==> src/rtl/sensor_packet_pkg.sv <==
// Shared framing constants, state and error encodings for the sensor packetiser/parser pair.
// Word layout of a pixel beat: {reserved[31:22], index[21:12], pixel[11:0]}.
package sensor_packet_pkg;

  localparam logic [31:0] HEADER_VALUE = 32'hAAAAAAAA;
  localparam logic [31:0] FOOTER_VALUE = 32'h55555555;

  localparam logic [3:0] ST_IDLE       = 4'd0;
  localparam logic [3:0] ST_TIME_STAMP = 4'd1;
  localparam logic [3:0] ST_DATA       = 4'd2;
  localparam logic [3:0] ST_FOOTER     = 4'd3;
  localparam logic [3:0] ST_RESYNC     = 4'd4;

  typedef enum logic [3:0] {
    IDLE       = ST_IDLE,
    TIME_STAMP = ST_TIME_STAMP,
    DATA       = ST_DATA,
    FOOTER     = ST_FOOTER,
    RESYNC     = ST_RESYNC
  } parser_state_t;

  typedef enum logic [2:0] {
    ERR_NONE   = 3'd0,
    ERR_TLAST  = 3'd1,
    ERR_SEQ    = 3'd2,
    ERR_RSVD   = 3'd3,
    ERR_FOOTER = 3'd4
  } err_code_t;

  localparam int IDX_MSB  = 21;
  localparam int IDX_LSB  = 12;
  localparam int PIX_MSB  = 11;
  localparam int PIX_LSB  = 0;
  localparam int RSVD_LSB = 22;

endpackage

==> src/rtl/sensor_packet_parser_if.sv <==
// AXI-Stream link from the sensor packetiser into the parser.
interface sensor_packet_parser_if;

  // A beat transfers on a rising clock edge where s_tvalid && s_tready; the
  // source holds s_tdata/s_tlast stable while s_tvalid is high and not accepted.
  logic [31:0] s_tdata;
  logic        s_tvalid;
  logic        s_tlast;
  logic        s_tready;

  modport master (output s_tdata, output s_tvalid, output s_tlast, input s_tready);
  modport slave  (input s_tdata, input s_tvalid, input s_tlast, output s_tready);

endinterface

==> src/rtl/sensor_packet_parser_sat_counter16.sv <==
// 16-bit event counter with synchronous clear that sticks at 16'hFFFF.
module sat_counter16 (
    input  logic        master_clock,
    input  logic        clear,
    input  logic        enable,
    output logic [15:0] count
);

    always_ff @(posedge master_clock) begin
        if (clear) begin
            count <= 16'd0;
        end else if (enable && (count != 16'hFFFF)) begin
            count <= count + 16'd1;
        end
    end

endmodule

==> src/rtl/sensor_packet_parser.sv <==
// Parses header/timestamp/pixel/footer frames from an AXI-Stream link, emits pixels
// one cycle after their beat and reports good or aborted frames with one-cycle pulses.
module sensor_packet_parser
    import sensor_packet_pkg::*;
#(
    parameter int          NUM_PIXELS   = 1024,
    parameter logic [31:0] HEADER_VALUE = sensor_packet_pkg::HEADER_VALUE,
    parameter logic [31:0] FOOTER_VALUE = sensor_packet_pkg::FOOTER_VALUE
) (
    input  logic                        master_clock,
    input  logic                        resetn,
    sensor_packet_parser_if.slave       axis,
    output logic [11:0]                 pix_data,
    output logic [9:0]                  pix_index,
    output logic                        pix_valid,
    output logic [31:0]                 frame_timestamp,
    output logic                        frame_done,
    output logic                        frame_error,
    output logic [2:0]                  err_code,
    output logic [15:0]                 frame_count,
    output logic [15:0]                 error_count,
    output logic [3:0]                  dbg_state
);

    localparam logic [9:0] LAST_INDEX = 10'(NUM_PIXELS - 1);

    parser_state_t state_q, state_d;
    logic          tready_q;
    logic          beat;
    logic [9:0]    exp_idx_q;
    logic [31:0]   ts_shadow_q;
    logic [9:0]    word_idx;
    logic          rsvd_set;

    logic          pix_fire, done_fire, err_fire, ts_load;
    err_code_t     err_d;
    logic          cnt_clear;

    assign axis.s_tready = tready_q;
    assign beat          = axis.s_tvalid && tready_q;
    assign word_idx      = axis.s_tdata[IDX_MSB:IDX_LSB];
    assign rsvd_set      = |axis.s_tdata[31:RSVD_LSB];
    assign cnt_clear     = ~resetn;

    always_ff @(posedge master_clock) begin
        if (!resetn) begin
            state_q <= IDLE;
        end else begin
            state_q <= state_d;
        end
    end

    always_comb begin
        state_d   = state_q;
        pix_fire  = 1'b0;
        done_fire = 1'b0;
        err_fire  = 1'b0;
        ts_load   = 1'b0;
        err_d     = ERR_NONE;
        if (beat) begin
            case (state_q)
                IDLE: begin
                    // Anything but a clean header is line noise between frames.
                    if ((axis.s_tdata == HEADER_VALUE) && !axis.s_tlast) begin
                        state_d = TIME_STAMP;
                    end
                end
                TIME_STAMP: begin
                    if (axis.s_tlast) begin
                        err_fire = 1'b1;
                        err_d    = ERR_TLAST;
                        state_d  = IDLE;
                    end else begin
                        ts_load = 1'b1;
                        state_d = DATA;
                    end
                end
                DATA: begin
                    if (axis.s_tlast) begin
                        err_fire = 1'b1;
                        err_d    = ERR_TLAST;
                        state_d  = IDLE;
                    end else if (rsvd_set) begin
                        err_fire = 1'b1;
                        err_d    = ERR_RSVD;
                        state_d  = RESYNC;
                    end else if (word_idx != exp_idx_q) begin
                        err_fire = 1'b1;
                        err_d    = ERR_SEQ;
                        state_d  = RESYNC;
                    end else begin
                        pix_fire = 1'b1;
                        if (word_idx == LAST_INDEX) begin
                            state_d = FOOTER;
                        end
                    end
                end
                FOOTER: begin
                    if ((axis.s_tdata == FOOTER_VALUE) && axis.s_tlast) begin
                        done_fire = 1'b1;
                        state_d   = IDLE;
                    end else begin
                        err_fire = 1'b1;
                        err_d    = ERR_FOOTER;
                        state_d  = axis.s_tlast ? IDLE : RESYNC;
                    end
                end
                RESYNC: begin
                    if (axis.s_tlast) begin
                        state_d = IDLE;
                    end
                end
                default: state_d = IDLE;
            endcase
        end
    end

    always_ff @(posedge master_clock) begin
        if (!resetn) begin
            tready_q        <= 1'b0;
            dbg_state       <= 4'd0;
            exp_idx_q       <= 10'd0;
            ts_shadow_q     <= 32'd0;
            pix_data        <= 12'd0;
            pix_index       <= 10'd0;
            pix_valid       <= 1'b0;
            frame_timestamp <= 32'd0;
            frame_done      <= 1'b0;
            frame_error     <= 1'b0;
            err_code        <= 3'd0;
        end else begin
            tready_q    <= 1'b1;
            dbg_state   <= state_q;
            pix_valid   <= pix_fire;
            frame_done  <= done_fire;
            frame_error <= err_fire;
            if (ts_load) begin
                ts_shadow_q <= axis.s_tdata;
                exp_idx_q   <= 10'd0;
            end else if (pix_fire) begin
                // Wraps to 0 only after the last index, where the frame leaves DATA.
                exp_idx_q <= exp_idx_q + 10'd1;
            end
            if (pix_fire) begin
                pix_data  <= axis.s_tdata[PIX_MSB:PIX_LSB];
                pix_index <= word_idx;
            end
            if (done_fire) begin
                frame_timestamp <= ts_shadow_q;
            end
            if (err_fire) begin
                err_code <= err_d;
            end
        end
    end

    sat_counter16 u_frame_count (
        .master_clock (master_clock),
        .clear        (cnt_clear),
        .enable       (done_fire),
        .count        (frame_count)
    );

    sat_counter16 u_error_count (
        .master_clock (master_clock),
        .clear        (cnt_clear),
        .enable       (err_fire),
        .count        (error_count)
    );

endmodule

==> src/flat_wrapper.sv <==
// flat-port wrapper written by rule: the top's interface ports become plain ports
module sensor_packet_parser_flat import sensor_packet_pkg::*;
#(
    parameter int          NUM_PIXELS   = 1024,
    parameter logic [31:0] HEADER_VALUE = sensor_packet_pkg::HEADER_VALUE,
    parameter logic [31:0] FOOTER_VALUE = sensor_packet_pkg::FOOTER_VALUE
)
  (master_clock, resetn, pix_data, pix_index, pix_valid, frame_timestamp, frame_done, frame_error, err_code, frame_count, error_count, dbg_state, axis_s_tdata, axis_s_tvalid, axis_s_tlast, axis_s_tready);
  sensor_packet_parser_if axis_i ();
  input  logic master_clock;
  input  logic resetn;
  output logic [11:0] pix_data;
  output logic [9:0] pix_index;
  output logic pix_valid;
  output logic [31:0] frame_timestamp;
  output logic frame_done;
  output logic frame_error;
  output logic [2:0] err_code;
  output logic [15:0] frame_count;
  output logic [15:0] error_count;
  output logic [3:0] dbg_state;
  input wire logic [$bits(axis_i.s_tdata)-1:0] axis_s_tdata;
  input wire logic [$bits(axis_i.s_tvalid)-1:0] axis_s_tvalid;
  input wire logic [$bits(axis_i.s_tlast)-1:0] axis_s_tlast;
  output wire logic [$bits(axis_i.s_tready)-1:0] axis_s_tready;
  assign axis_i.s_tdata = axis_s_tdata;
  assign axis_i.s_tvalid = axis_s_tvalid;
  assign axis_i.s_tlast = axis_s_tlast;
  assign axis_s_tready = axis_i.s_tready;
  sensor_packet_parser #(.NUM_PIXELS(NUM_PIXELS), .HEADER_VALUE(HEADER_VALUE), .FOOTER_VALUE(FOOTER_VALUE)) u_core (.master_clock(master_clock), .resetn(resetn), .axis(axis_i), .pix_data(pix_data), .pix_index(pix_index), .pix_valid(pix_valid), .frame_timestamp(frame_timestamp), .frame_done(frame_done), .frame_error(frame_error), .err_code(err_code), .frame_count(frame_count), .error_count(error_count), .dbg_state(dbg_state));
endmodule
==> config.mk <==
export PLATFORM = sky130hd
export DESIGN_NAME = sensor_packet_parser_flat
export DESIGN_NICKNAME = d
export VERILOG_FILES = /design/src/rtl/sensor_packet_pkg.sv /design/src/rtl/sensor_packet_parser_if.sv /design/src/rtl/sensor_packet_parser_sat_counter16.sv /design/src/rtl/sensor_packet_parser.sv /design/src/flat_wrapper.sv
export SDC_FILE = /design/constraint.sdc
export NUM_CORES = 1
export LEC_CHECK = 0
export CAP_MARGIN = 10
export CORE_MARGIN = 3
export CORE_UTILIZATION = 30
export DETAILED_ROUTE_END_ITERATION = 7
export HOLD_SLACK_MARGIN = 0.08
export PLACE_DENSITY = 0.64
export SYNTH_ARGS = -nofsm -noshare
export SYNTH_HDL_FRONTEND = slang
export SYNTH_SLANG_ARGS = --single-unit
==> constraint.sdc <==
create_clock -name master_clock -period 5.1 [get_ports master_clock]
set_input_delay 1.02 -clock master_clock [delete_from_list [all_inputs] [get_ports master_clock]]
set_output_delay 1.02 -clock master_clock [all_outputs]
set_load 0.1 [all_outputs]
==> impl_results.md, run 1 <==
* PwrDens at 302 nW/um^2
* Nets at 884
* Combinational power share at 3.8%
* Number of synthesized flops with an enable pin at 0
* Final-report hold violation count at 0
* Unique masters post-synth at 52
* Period utilization at 69.6%
* Dpl hpwl at 11900 um
* Area of the core at 19100 sq um
* Slew Limit Fails at 0
* Routed wire length at 16900 um
* GR Overflow Total at 0
* Worst IR drop on VDD at 182 uV
* RSZ-0062 raised after global routing: no
* Worst path cell trace: clkdlybuf4s50_1 > or4bb_1 > nor4_2 > nand4_2 > nor3_1 > nand3_1 > mux2i_1
* Clk buf depth at 2
* Num Clock Sinks at 141
* Sw frac at 21.4%
* CTS root buffer: clkbuf_16
* Avg WL per Cell at 15.1 um
* Syn Nets at 766
* FF+latch count, synth at 141
* Critical path endpoint category: register
* PortBufs at 131
* Worst path bufs/invs at 1
* Setup TNS at 0 ns
* Fmax at 282 MHz
* CP arrival at 3.85 ns
* Final Wtd Congestion at 0.830
* H-tree levels at 4
* Critical Path RT at 5.40 ns
* Syn. warnings at 0
* Post CTS Setup Buffer Count at 0
* Critical Path Start Type: input pin
* Seq pwr share at 45.3%
* Rows at 50
* Post-Syn Area at 5930 sq um
* Clock Skew at 0.0111 ns
* Worst-Skew Late Latency at 0.42 ns
* Die area at 21500 sq um
* Max_cap viols at 0
* WS Path Type: input pin to register
* Largest net degree at the start of global routing at 65
* Slowest stage cell on the critical path: or4bb_1
* Total number of vias at 5381
* DRC viols at 0
* Vias in the first global route at 5153
* Sequential share of the synthesized area at 47.6%
* Hold_ws at 0.447 ns
* Ys async rst share at 0%
* Syn Inst Count at 727
* Die Width at 147 um
* Final setup violation count at 0
* Final Critical Period at 3.55 ns
* Drt pass-1 iters at 4
* Clk pwr share at 50.8%
* GRT Util Overall at 15.6%
* Inserted Clock Buffers at 17
* Io pins at 133
* Worst slew margin at 31.0%
* Internal power at 0.00191 W
* Die Span Y at 147 um
* First-pass GRT wire length at 27400 um
* Avg Cell Area, Syn at 8.16 sq um
* Area growth from synthesis to layout at 36.0%
* Initial antenna violation count at 1
* N_diodes at 0
* Top FF cell, synth: dfxtp_1
* Critical path peak fanout at 15
* Overall power at 0.00243 W
* Sw power at 0.000521 W
* Clock slew at reported path FFs at 0.06 ns
* Initial DRC Count at 309
* Drt via density at 4.82
* Initial core utilization at 31.1%
* CP delay by family, top: simple AND/OR/NAND/NOR gates
* Measured slew at the worst slew-check pin at 1.03 ns
* CP max stage delay at 0.59 ns
* Hold crit path type: register to register
* Ratio of cells with drive above 1 in the final layout at 6.78%
* CTS tree: built
* P_leak at 2.57 nW
* Post-cts sizing count at 0
* # hold bufs at CTS at 0
* Antenna viol nets, final at 0
* Status: complete, no violations
through the flow:
step	setup WS, ns	util [%]	instances	instance area [sq um]
after floorplan	1.99	-	727	5930
after global placement	1.21	39.2	1086	7480
after detailed placement	1.17	39.2	1086	7480
after CTS	1.56	42.3	1116	8070
after global routing	1.32	42.3	1116	8070
final	1.55	42.3	1116	8070
synthesized netlist by cell type (2+ instances only):
cell type / instances / area (sq um)
nor2_1: 39 / 146
a31oi_1: 2 / 12.5
nor4_2: 6 / 75.1
xnor2_1: 21 / 184
or2_2: 2 / 12.5
ha_1: 3 / 37.5
buf_6: 2 / 22.5
xor2_1: 10 / 87.6
nand2b_1: 8 / 50.1
or3_1: 5 / 31.3
o21ai_0: 5 / 25.0
buf_2: 4 / 20.0
nand3_1: 21 / 105
inv_1: 8 / 30.0
buf_4: 2 / 15.0
nand2_1: 207 / 777
nor3b_1: 3 / 22.5
mux2i_1: 10 / 100
a21oi_1: 101 / 505
nor4b_1: 5 / 43.8
and3_1: 2 / 12.5
or4bb_1: 4 / 45.0
dfxtp_1: 141 / 2820
and4_1: 5 / 43.8
clkbuf_1: 34 / 128
nor3_1: 16 / 80.1
nor4_1: 9 / 56.3
nand3b_1: 2 / 15.0
nand4_1: 9 / 56.3
or4_1: 8 / 60.1
nand4b_1: 2 / 17.5
and2_1: 3 / 18.8
o31ai_1: 7 / 52.6
a22oi_1: 3 / 22.5
metal layers:
metal	wire, um	track usage [%]	vias up
met5	8	0	-
met1	7870	21.0	2545
met2	8040	24.6	108
met4	136	5.03	2
li1	-	-	2718
met3	824	4.00	8
registers in the layout, indices dropped and copies added, names as in the netlist, 3 cells and up:
signal,cells
u_core.dbg_state,3
u_core.pix_index,10
u_core.ts_shadow_q,32
u_core.frame_timestamp,32
u_core.exp_idx_q,10
u_core.u_error_count.count,16
u_core.u_frame_count.count,16
u_core.pix_data,12
u_core.err_code,3
u_core.state_q,3
final cells by class:
type | count | area, sq um
Multi-Input combinational cell | 535 | 2900
Fill cell | 1973 | 11000
Clock buffer | 19 | 443
Tap cell | 260 | 325
Sequential cell | 141 | 2820
Clock inverter | 11 | 144
Timing Repair Buffer | 141 | 1400
Inverter | 9 | 35.0
placed cells by master (no fill, tap or decap), types with 3 or more instances in the layout:
master           netlist  layout
inv_1                  8       8
clkdlybuf4s50_1        0     131
mux2i_1               10      10
clkinv_2               0       5
a21oi_1              101     101
nand2b_1               8       8
or4bb_1                4       4
nand4_1                9       9
nor4_1                 9       9
ha_1                   3       3
nor4b_1                5       5
dfxtp_1              141     141
or3_1                  5       5
clkbuf_16              0      17
nor3_1                16      16
or4_1                  8       8
xnor2_1               21      21
and4_1                 5       5
bufinv_16              0       3
o21ai_0                5       5
nor2_1                39      38
nand3_1               21      21
o31ai_1                7       7
buf_4                  2       9
nor4_2                 6       6
and2_1                 3       3
nand2_1              207     207
xor2_1                10      10
a22oi_1                3       3
cell families (layout without fill, tap and decap cells):
logic type | count (synthesis) | count (layout) | share of synthesized area [%]
buffers and inverters | 51 | 180 | 3.69
AND/OR/NAND/NOR | 366 | 366 | 30.3
flip-flops | 141 | 141 | 47.6
other | 1 | 1 | 0.0632
adder cells (fa/ha/maj) | 3 | 3 | 0.633
multiplexers | 10 | 10 | 1.69
AO/OA/AOI/OAI | 124 | 124 | 11.5
XOR/XNOR | 31 | 31 | 4.58
worst paths after layout:
kind	start	end	slack, ns	cells past startpoint
max	axis_s_tdata[19]	u_core.u_frame_count.count[8]$_SDFFE_PN0P_	1.55	7
min	u_core.frame_timestamp[13]$_SDFFE_PN0P_	u_core.frame_timestamp[13]$_SDFFE_PN0P_	0.45	2
max reg2reg	u_core.state_q[1]$_SDFFE_PN0P_	u_core.exp_idx_q[5]$_SDFFE_PP0P_	2.40	7
min reg2reg	u_core.frame_timestamp[13]$_SDFFE_PN0P_	u_core.frame_timestamp[13]$_SDFFE_PN0P_	0.45	2
power groups by stage:
| stage | Clock [W] | Combinational, W | Sequential, W |
|---|---|---|---|
| 2_1_floorplan | 0 | 0.0000333 | 0.00113 |
| 3_3_place_gp | 0 | 0.0000935 | 0.00113 |
| 3_5_place_dp | 0 | 0.0000932 | 0.00113 |
| 4_1_cts | 0.00127 | 0.0000937 | 0.00110 |
| 5_1_grt | 0.00132 | 0.0000996 | 0.00110 |
| 6_report | 0.00124 | 0.0000933 | 0.00110 |
worst reg2reg max path, delay by kind of cell, from the launching register on:
family,cells,cell delay [ns]
flip-flops,1,0.48
AO/OA/AOI/OAI,1,0.14
buffers and inverters,1,0.22
AND/OR/NAND/NOR,5,1.78
(Power assumes the default switching activity.)
==> run 2: changes to the inputs <==
- PLACE_DENSITY: 0.64 -> 0.66
- clock period: 5.1 -> 3.05 ns (I/O delays scaled with it)
==> impl_results.md, run 2 (synthesis gave the netlist of run 1 again) <==
* Status: complete, no violations
* Critical path peak fanout at 27 (+12)
* Antenna viol nets, final at 0 (unchanged)
* Area growth from synthesis to layout at 39.1%
* Fmax at 361 MHz
* Final-report hold violation count at 0 (unchanged)
* WS Path Type: input pin to register
* Combinational power share at 4.9% (+1.1 points)
* # hold bufs at CTS at 0 (unchanged)
* Hold path cells at 2 (unchanged)
* R2R depth at 6 (-1)
* Worst path bufs/invs at 5 (+4)
* H-tree levels at 4 (unchanged)
* Hold_sp: u_core.frame_timestamp[28]$_SDFFE_PN0P_
* CP max stage delay at 0.59 ns (about the same)
* Inserted Clock Buffers at 17 (unchanged)
* Ratio of cells with drive above 1 in the final layout at 22.9% (+16 points)
* Reg2reg setup slack at 0.67 ns (-1.73 ns)
* CP arrival at 3.12 ns (-0.73 ns)
* Period utilization at 90.8%
* Clock Skew at 0.00898 ns (-0.00210 ns)
* Initial antenna violation count at 3 (+2)
* Overall power at 0.00397 W (+63%)
* Num Clock Sinks at 141 (unchanged)
* Rows at 50 (unchanged)
* Post CTS Setup Buffer Count at 0 (unchanged)
* CTS tree: built
* Io pins at 133 (unchanged)
* Vias in the first global route at 5264 (+2.2%)
* Internal power at 0.00300 W (+57%)
* PortBufs at 131 (unchanged)
* CP delay by family, top: buffers and inverters
* Die area at 21500 sq um (unchanged)
* PwrDens at 482 nW/um^2 (+60%)
* Final Critical Period at 2.77 ns
* DRC viols at 0 (unchanged)
* Total number of vias at 5605 (+4.2%)
* Routed wire length at 17300 um (+2.7%)
* Hold_ws at 0.450 ns (+0.00214 ns)
* Clk pwr share at 48.8% (-2.0 points)
* Measured slew at the worst slew-check pin at 0.643 ns (-0.388 ns)
* Clock slew at reported path FFs at 0.06 ns (about the same)
* Seq pwr share at 46.4% (+1.1 points)
* FF-to-FF End: u_core.exp_idx_q[5]$_SDFFE_PP0P_
* Sw frac at 24.5% (+3.1 points)
* Critical path endpoint category: register
* Drt pass-1 iters at 5 (+1)
* Multi-input logic area at 2900 sq um (unchanged)
* Initial core utilization at 31.1% (unchanged)
* Final setup violation count at 0 (unchanged)
* Worst slack, placed at -0.172 ns (-1.34 ns)
* Slowest stage cell on the critical path: clkdlybuf4s50_1
* R2R Path Start: u_core.state_q[1]$_SDFFE_PN0P_
* Area of the core at 19100 sq um (unchanged)
* Worst-Skew Late Latency at 0.42 ns (about the same)
* Max_cap viols at 0 (unchanged)
* Worst IR drop on VDD at 309 uV (+69%)
* Die Span Y at 147 um (unchanged)
* Post-cts sizing count at 0 (unchanged)
* GR Overflow Total at 0 (unchanged)
* Inst Count DP at 1139 (+4.9%)
* Final Wtd Congestion at 0.826 (-0.45%)
* Sw power at 0.000972 W (+87%)
* P_leak at 3.02 nW (+18%)
* Final core utilization at 43.2% (+0.95 points)
* Nets at 937 (+6.0%)
* GRT Util Overall at 16.2% (+0.58 points)
* Worst slew margin at 56.8% (+26 points)
* Hold crit path type: register to register
* Critical Path RT at 3.40 ns (-2.00 ns)
* Slew Limit Fails at 0 (unchanged)
* Die Width at 147 um (unchanged)
* Critical Path Start Type: input pin
* Avg WL per Cell at 14.8 um (-2.3%)
* Fin cells at 1173 (+5.1%)
* Drt via density at 4.78 (-0.90%)
* First-pass GRT wire length at 28100 um (+2.5%)
* Most frequent cells in the layout: nand2_1, buf_4, dfxtp_1, a21oi_1, nor2_1
* Clk buf depth at 2 (unchanged)
* CTS root buffer: clkbuf_16
* Largest net degree at the start of global routing at 49 (-25%)
* Worst path depth at 11 (+4)
* RSZ-0062 raised after global routing: no
* Dpl hpwl at 12600 um (+5.6%)
* Hold path endpoint: u_core.frame_timestamp[28]$_SDFFE_PN0P_
* Largest regs: u_core.frame_timestamp x32, u_core.ts_shadow_q x32
* Filler cells at 1921 (-2.6%)
* Commonest non-fill, non-tap cell in the layout: nand2_1
* Worst path most repeated cell: buf_4
* Register area at 2820 sq um (unchanged)
* Worst path cell trace: clkdlybuf4s50_1 > buf_4 > xor2_1 > nor4_2 > buf_4 > a311oi_1 > buf_4 > o31ai_4 > buf_12 > or4_1 > a21oi_1
* Initial DRC Count at 363 (+17%)
* Worst setup slack after layout at 0.280 ns (-1.27 ns)
==> run 2: cell type report <==
class                   count  area share (%)
clock inverters            14            1.53
multi-input cells         535            35.1
diodes                      2          0.0607
well taps                 260            3.94
flip-flops and latches    141            34.2
repair buffers            194            19.5
clock buffers              18            5.20
inverters                   9           0.425
==> run 2: power by group through the flow <==
stage	clock network, W	registers, W	logic, W
floorplan	0	0.00189	0.0000557
global placement	0	0.00188	0.000193
detailed placement	0	0.00188	0.000193
CTS	0.00199	0.00184	0.000193
global route	0.00206	0.00184	0.000207
finish	0.00194	0.00184	0.000194
==> run 2: metrics by stage <==
step	setup TNS (ns)	instance area [sq um]
4_1_cts	0	8240
3_3_place_gp	-3.09	7690
5_1_grt	0	8250
3_5_place_dp	-2.65	7690
6_report	0	8250
2_1_floorplan	0	5930
==> run 2: worst reg2reg max path: stages, from the launching register on <==
cell	delay [ns]
dfxtp_1	0.47
or4b_4	0.52
nor3_2	0.26
nand4_4	0.12
or2_1	0.28
or4_1	0.51
a21oi_1	0.15
==> run 2: per-layer routing <==
layer	vias up	part of all wire, %	global-route usage, %
li1	2834	-	-
met1	2616	47	21.8
met2	128	46	24.9
met3	25	5.0	4.16
met4	2	1.9	6.54
met5	-	0.075	0
==> run 2: worst max-delay path by stage <==
stage	slack [ns]	end	start
after floorplan	0.35	u_core.exp_idx_q[5]$_SDFFE_PP0P_	axis_s_tdata[23]
after detailed placement	-0.17	u_core.u_error_count.count[11]$_SDFFE_PN0P_	axis_s_tdata[13]
final	0.28	u_core.u_error_count.count[11]$_SDFFE_PN0P_	axis_s_tdata[13]
after global placement	-0.16	u_core.u_error_count.count[8]$_SDFFE_PN0P_	axis_s_tdata[13]
after global routing	0.12	u_core.u_error_count.count[1]$_SDFFE_PN0P_	axis_s_tdata[21]
after CTS	0.27	u_core.u_error_count.count[11]$_SDFFE_PN0P_	axis_s_tdata[13]
==> run 3: changes to the inputs <==
- GPL_TIMING_DRIVEN: not set -> 0
==> impl_results.md, run 3 (synthesis gave the netlist of run 1 again) <==
* Worst-Skew Late Latency at 0.42 ns (about the same)
* Hold_sp: u_core.frame_timestamp[28]$_SDFFE_PN0P_
* GRT Util Overall at 16.3% (+0.11 points)
* Max_cap viols at 0 (unchanged)
* Worst path bufs/invs at 2 (-3)
* Drt pass-1 iters at 5 (unchanged)
* First-pass GRT wire length at 28000 um (-0.54%)
* RSZ-0062 raised after global routing: no
* CP arrival at 3.24 ns (+0.12 ns)
* P_leak at 2.68 nW (-11%)
* Final Wtd Congestion at 0.818 (-0.98%)
* Clk buf depth at 2 (unchanged)
* Antenna viol nets, final at 0 (unchanged)
* Routed wire length at 17900 um (+3.1%)
* Avg WL per Cell at 15.5 um (+4.9%)
* Fin cells at 1152 (-1.8%)
* Dpl hpwl at 13100 um (+4.3%)
* PwrDens at 504 nW/um^2 (+4.6%)
* Crit path to: u_core.u_error_count.count[6]$_SDFFE_PN0P_
* Initial DRC Count at 372 (+2.5%)
* WS Path Type: input pin to register
* Inst Count DP at 1117 (-1.9%)
* Area of the core at 19100 sq um (unchanged)
* Vias in the first global route at 5243 (-0.40%)
* Internal power at 0.00320 W (+6.7%)
* H-tree levels at 4 (unchanged)
* Drt via density at 4.80 (+0.55%)
* Commonest non-fill, non-tap cell in the layout: nand2_1
* Critical path peak fanout at 10 (-63%)
* R2R depth at 8 (+2)
* Clock Skew at 0.00551 ns (-0.00347 ns)
* Filler cells at 1902 (-0.99%)
* Reg2reg setup slack at 0.55 ns (-0.12 ns)
* Critical Path Start Type: input pin
* Combinational power share at 4.0% (-0.9 points)
* CP max stage delay at 0.63 ns (+0.04 ns)
* Slew Limit Fails at 0 (unchanged)
* Die Span Y at 147 um (unchanged)
* Placed Area at 7560 sq um (-1.7%)
* Total number of vias at 5535 (-1.2%)
* Setup TNS at 0 ns (unchanged)
* Final-report hold violation count at 0 (unchanged)
* DRC viols at 0 (unchanged)
* Worst IR drop on VDD at 315 uV (+1.9%)
* Sw frac at 22.8% (-1.6 points)
* Design area at 8240 sq um (about the same)
* Sw power at 0.000948 W (-2.4%)
* # hold bufs at CTS at 0 (unchanged)
* Ratio of cells with drive above 1 in the final layout at 7.40% (-16 points)
* Num Clock Sinks at 141 (unchanged)
* GR Overflow Total at 0 (unchanged)
* Largest regs: u_core.frame_timestamp x32, u_core.ts_shadow_q x32
* Critical path endpoint category: register
* Hold path cells at 2 (unchanged)
* Clock slew at reported path FFs at 0.06 ns (about the same)
* PortBufs at 130 (-0.76%)
* Area growth from synthesis to layout at 39.0% (about the same)
* Period utilization at 94.9% (+4.1 points)
* Measured slew at the worst slew-check pin at 1.03 ns (+0.386 ns)
* CP delay by family, top: simple AND/OR/NAND/NOR gates
* Final setup violation count at 0 (unchanged)
* Slowest stage cell on the critical path: or4bb_1
* N_diodes at 0 (-2)
* Worst slew margin at 31.2% (-26 points)
* Largest net degree at the start of global routing at 17 (-65%)
* Initial antenna violation count at 0 (-3)
* Hold crit path type: register to register
* Nets at 918 (-2.0%)
* Final Critical Period at 2.89 ns (+0.124 ns)
* R2R Path Start: u_core.state_q[0]$_SDFFE_PN0P_
* Most frequent cells in the layout: nand2_1, dfxtp_1, clkdlybuf4s50_1, a21oi_1, nor2_1
* Die Width at 147 um (unchanged)
* Fmax at 345 MHz (-4.3%)
* Final core utilization at 43.2% (about the same)
* Io pins at 133 (unchanged)
* Critical Path RT at 3.40 ns (about the same)
* Clk pwr share at 51.6% (+2.8 points)
* Worst path depth at 8 (-3)
* Worst path cell trace: clkdlybuf4s50_1 > or4bb_1 > nor4_4 > a31oi_1 > o31ai_4 > buf_2 > o21ai_0 > a21oi_1
* Initial core utilization at 31.1% (unchanged)
* Seq pwr share at 44.4% (-2.0 points)
* Die area at 21500 sq um (unchanged)
* Status: complete, no violations
* Rows at 50 (unchanged)
* FF-to-FF End: u_core.exp_idx_q[5]$_SDFFE_PP0P_
* CTS tree: built
* CTS root buffer: clkbuf_16
* Inserted Clock Buffers at 17 (unchanged)
* Setup crit start: axis_s_tdata[13]
run 3: changes by cell type in the layout (fill, tap and decap cells not counted), sizes merged, moves of 3 or more:
| cell | change |
|---|---|
| buf | -148 |
| clkdlybuf4s50 | +91 |
| clkbuf | +34 |
| clkinv | -4 |
| dlymetal6s2s | +4 |
| bufinv | +3 |
run 3: timing repair:
action | 4_1_cts | 5_1_grt
endpoints found under the setup margin | 74 | 64
pin swaps | 1 | 3
buffers inserted | 1 | 2
resized for setup | 5 | 14
run 3: final cells by class:
| cell class | count | area, sq um | share of cell area (%) |
|---|---|---|---|
| inverter | 9 | 33.8 | 0.410 |
| buffer | 42 | 193 | 2.34 |
| timing repair buffer | 133 | 1330 | 16.2 |
| tap | 260 | 325 | 3.95 |
| multi-input combinational | 535 | 2920 | 35.5 |
| clock buffer | 18 | 429 | 5.21 |
| clock inverter | 14 | 181 | 2.20 |
| sequential | 141 | 2820 | 34.2 |
run 3: power by group through the flow:
| stage | clock network, W | logic, W | registers, W |
|---|---|---|---|
| 2_1_floorplan | 0 | 0.0000557 | 0.00189 |
| 3_3_place_gp | 0 | 0.000164 | 0.00188 |
| 3_5_place_dp | 0 | 0.000163 | 0.00188 |
| 4_1_cts | 0.00218 | 0.000165 | 0.00184 |
| 5_1_grt | 0.00227 | 0.000176 | 0.00184 |
| 6_report | 0.00214 | 0.000167 | 0.00184 |
run 3: through the flow:
| stage | hold slack (ns) | setup slack, ns | power [W] |
|---|---|---|---|
| global placement | 0.439 | -0.633 | 0.00205 |
| detailed placement | 0.443 | -0.625 | 0.00205 |
| CTS | 0.455 | -0.0399 | 0.00419 |
| floorplan | 0.437 | 0.349 | 0.00194 |
| global route | 0.464 | 0.0301 | 0.00429 |
| finish | 0.450 | 0.156 | 0.00415 |
run 3: metal layers:
| metal | global-route usage [%] | wire (um) | up-vias |
|---|---|---|---|
| li1 | - | - | 2794 |
| met1 | 20.9 | 8030 | 2577 |
| met2 | 26.5 | 8480 | 144 |
| met3 | 4.13 | 1060 | 20 |
| met4 | 6.26 | 290 | 0 |
| met5 | 0 | 0 | - |
run 3: worst min path at each step:
stage / end / slack (ns)
floorplan: u_core.frame_timestamp[0]$_SDFFE_PN0P_ / 0.44
global placement: u_core.pix_data[0]$_SDFFE_PN0P_ / 0.44
detailed placement: u_core.frame_timestamp[4]$_SDFFE_PN0P_ / 0.44
CTS: u_core.frame_timestamp[14]$_SDFFE_PN0P_ / 0.45
global route: u_core.frame_timestamp[18]$_SDFFE_PN0P_ / 0.46
finish: u_core.frame_timestamp[28]$_SDFFE_PN0P_ / 0.45
run 3: worst register-to-register path, cell delays in order, from the launching register on:
cell and delay (ns):
dfxtp_1 0.31, buf_6 0.13, or4b_4 0.55, nor3_2 0.28, nand4_4 0.13, or2_1 0.26, buf_6 0.14, or4_1 0.50
a21oi_1 0.14
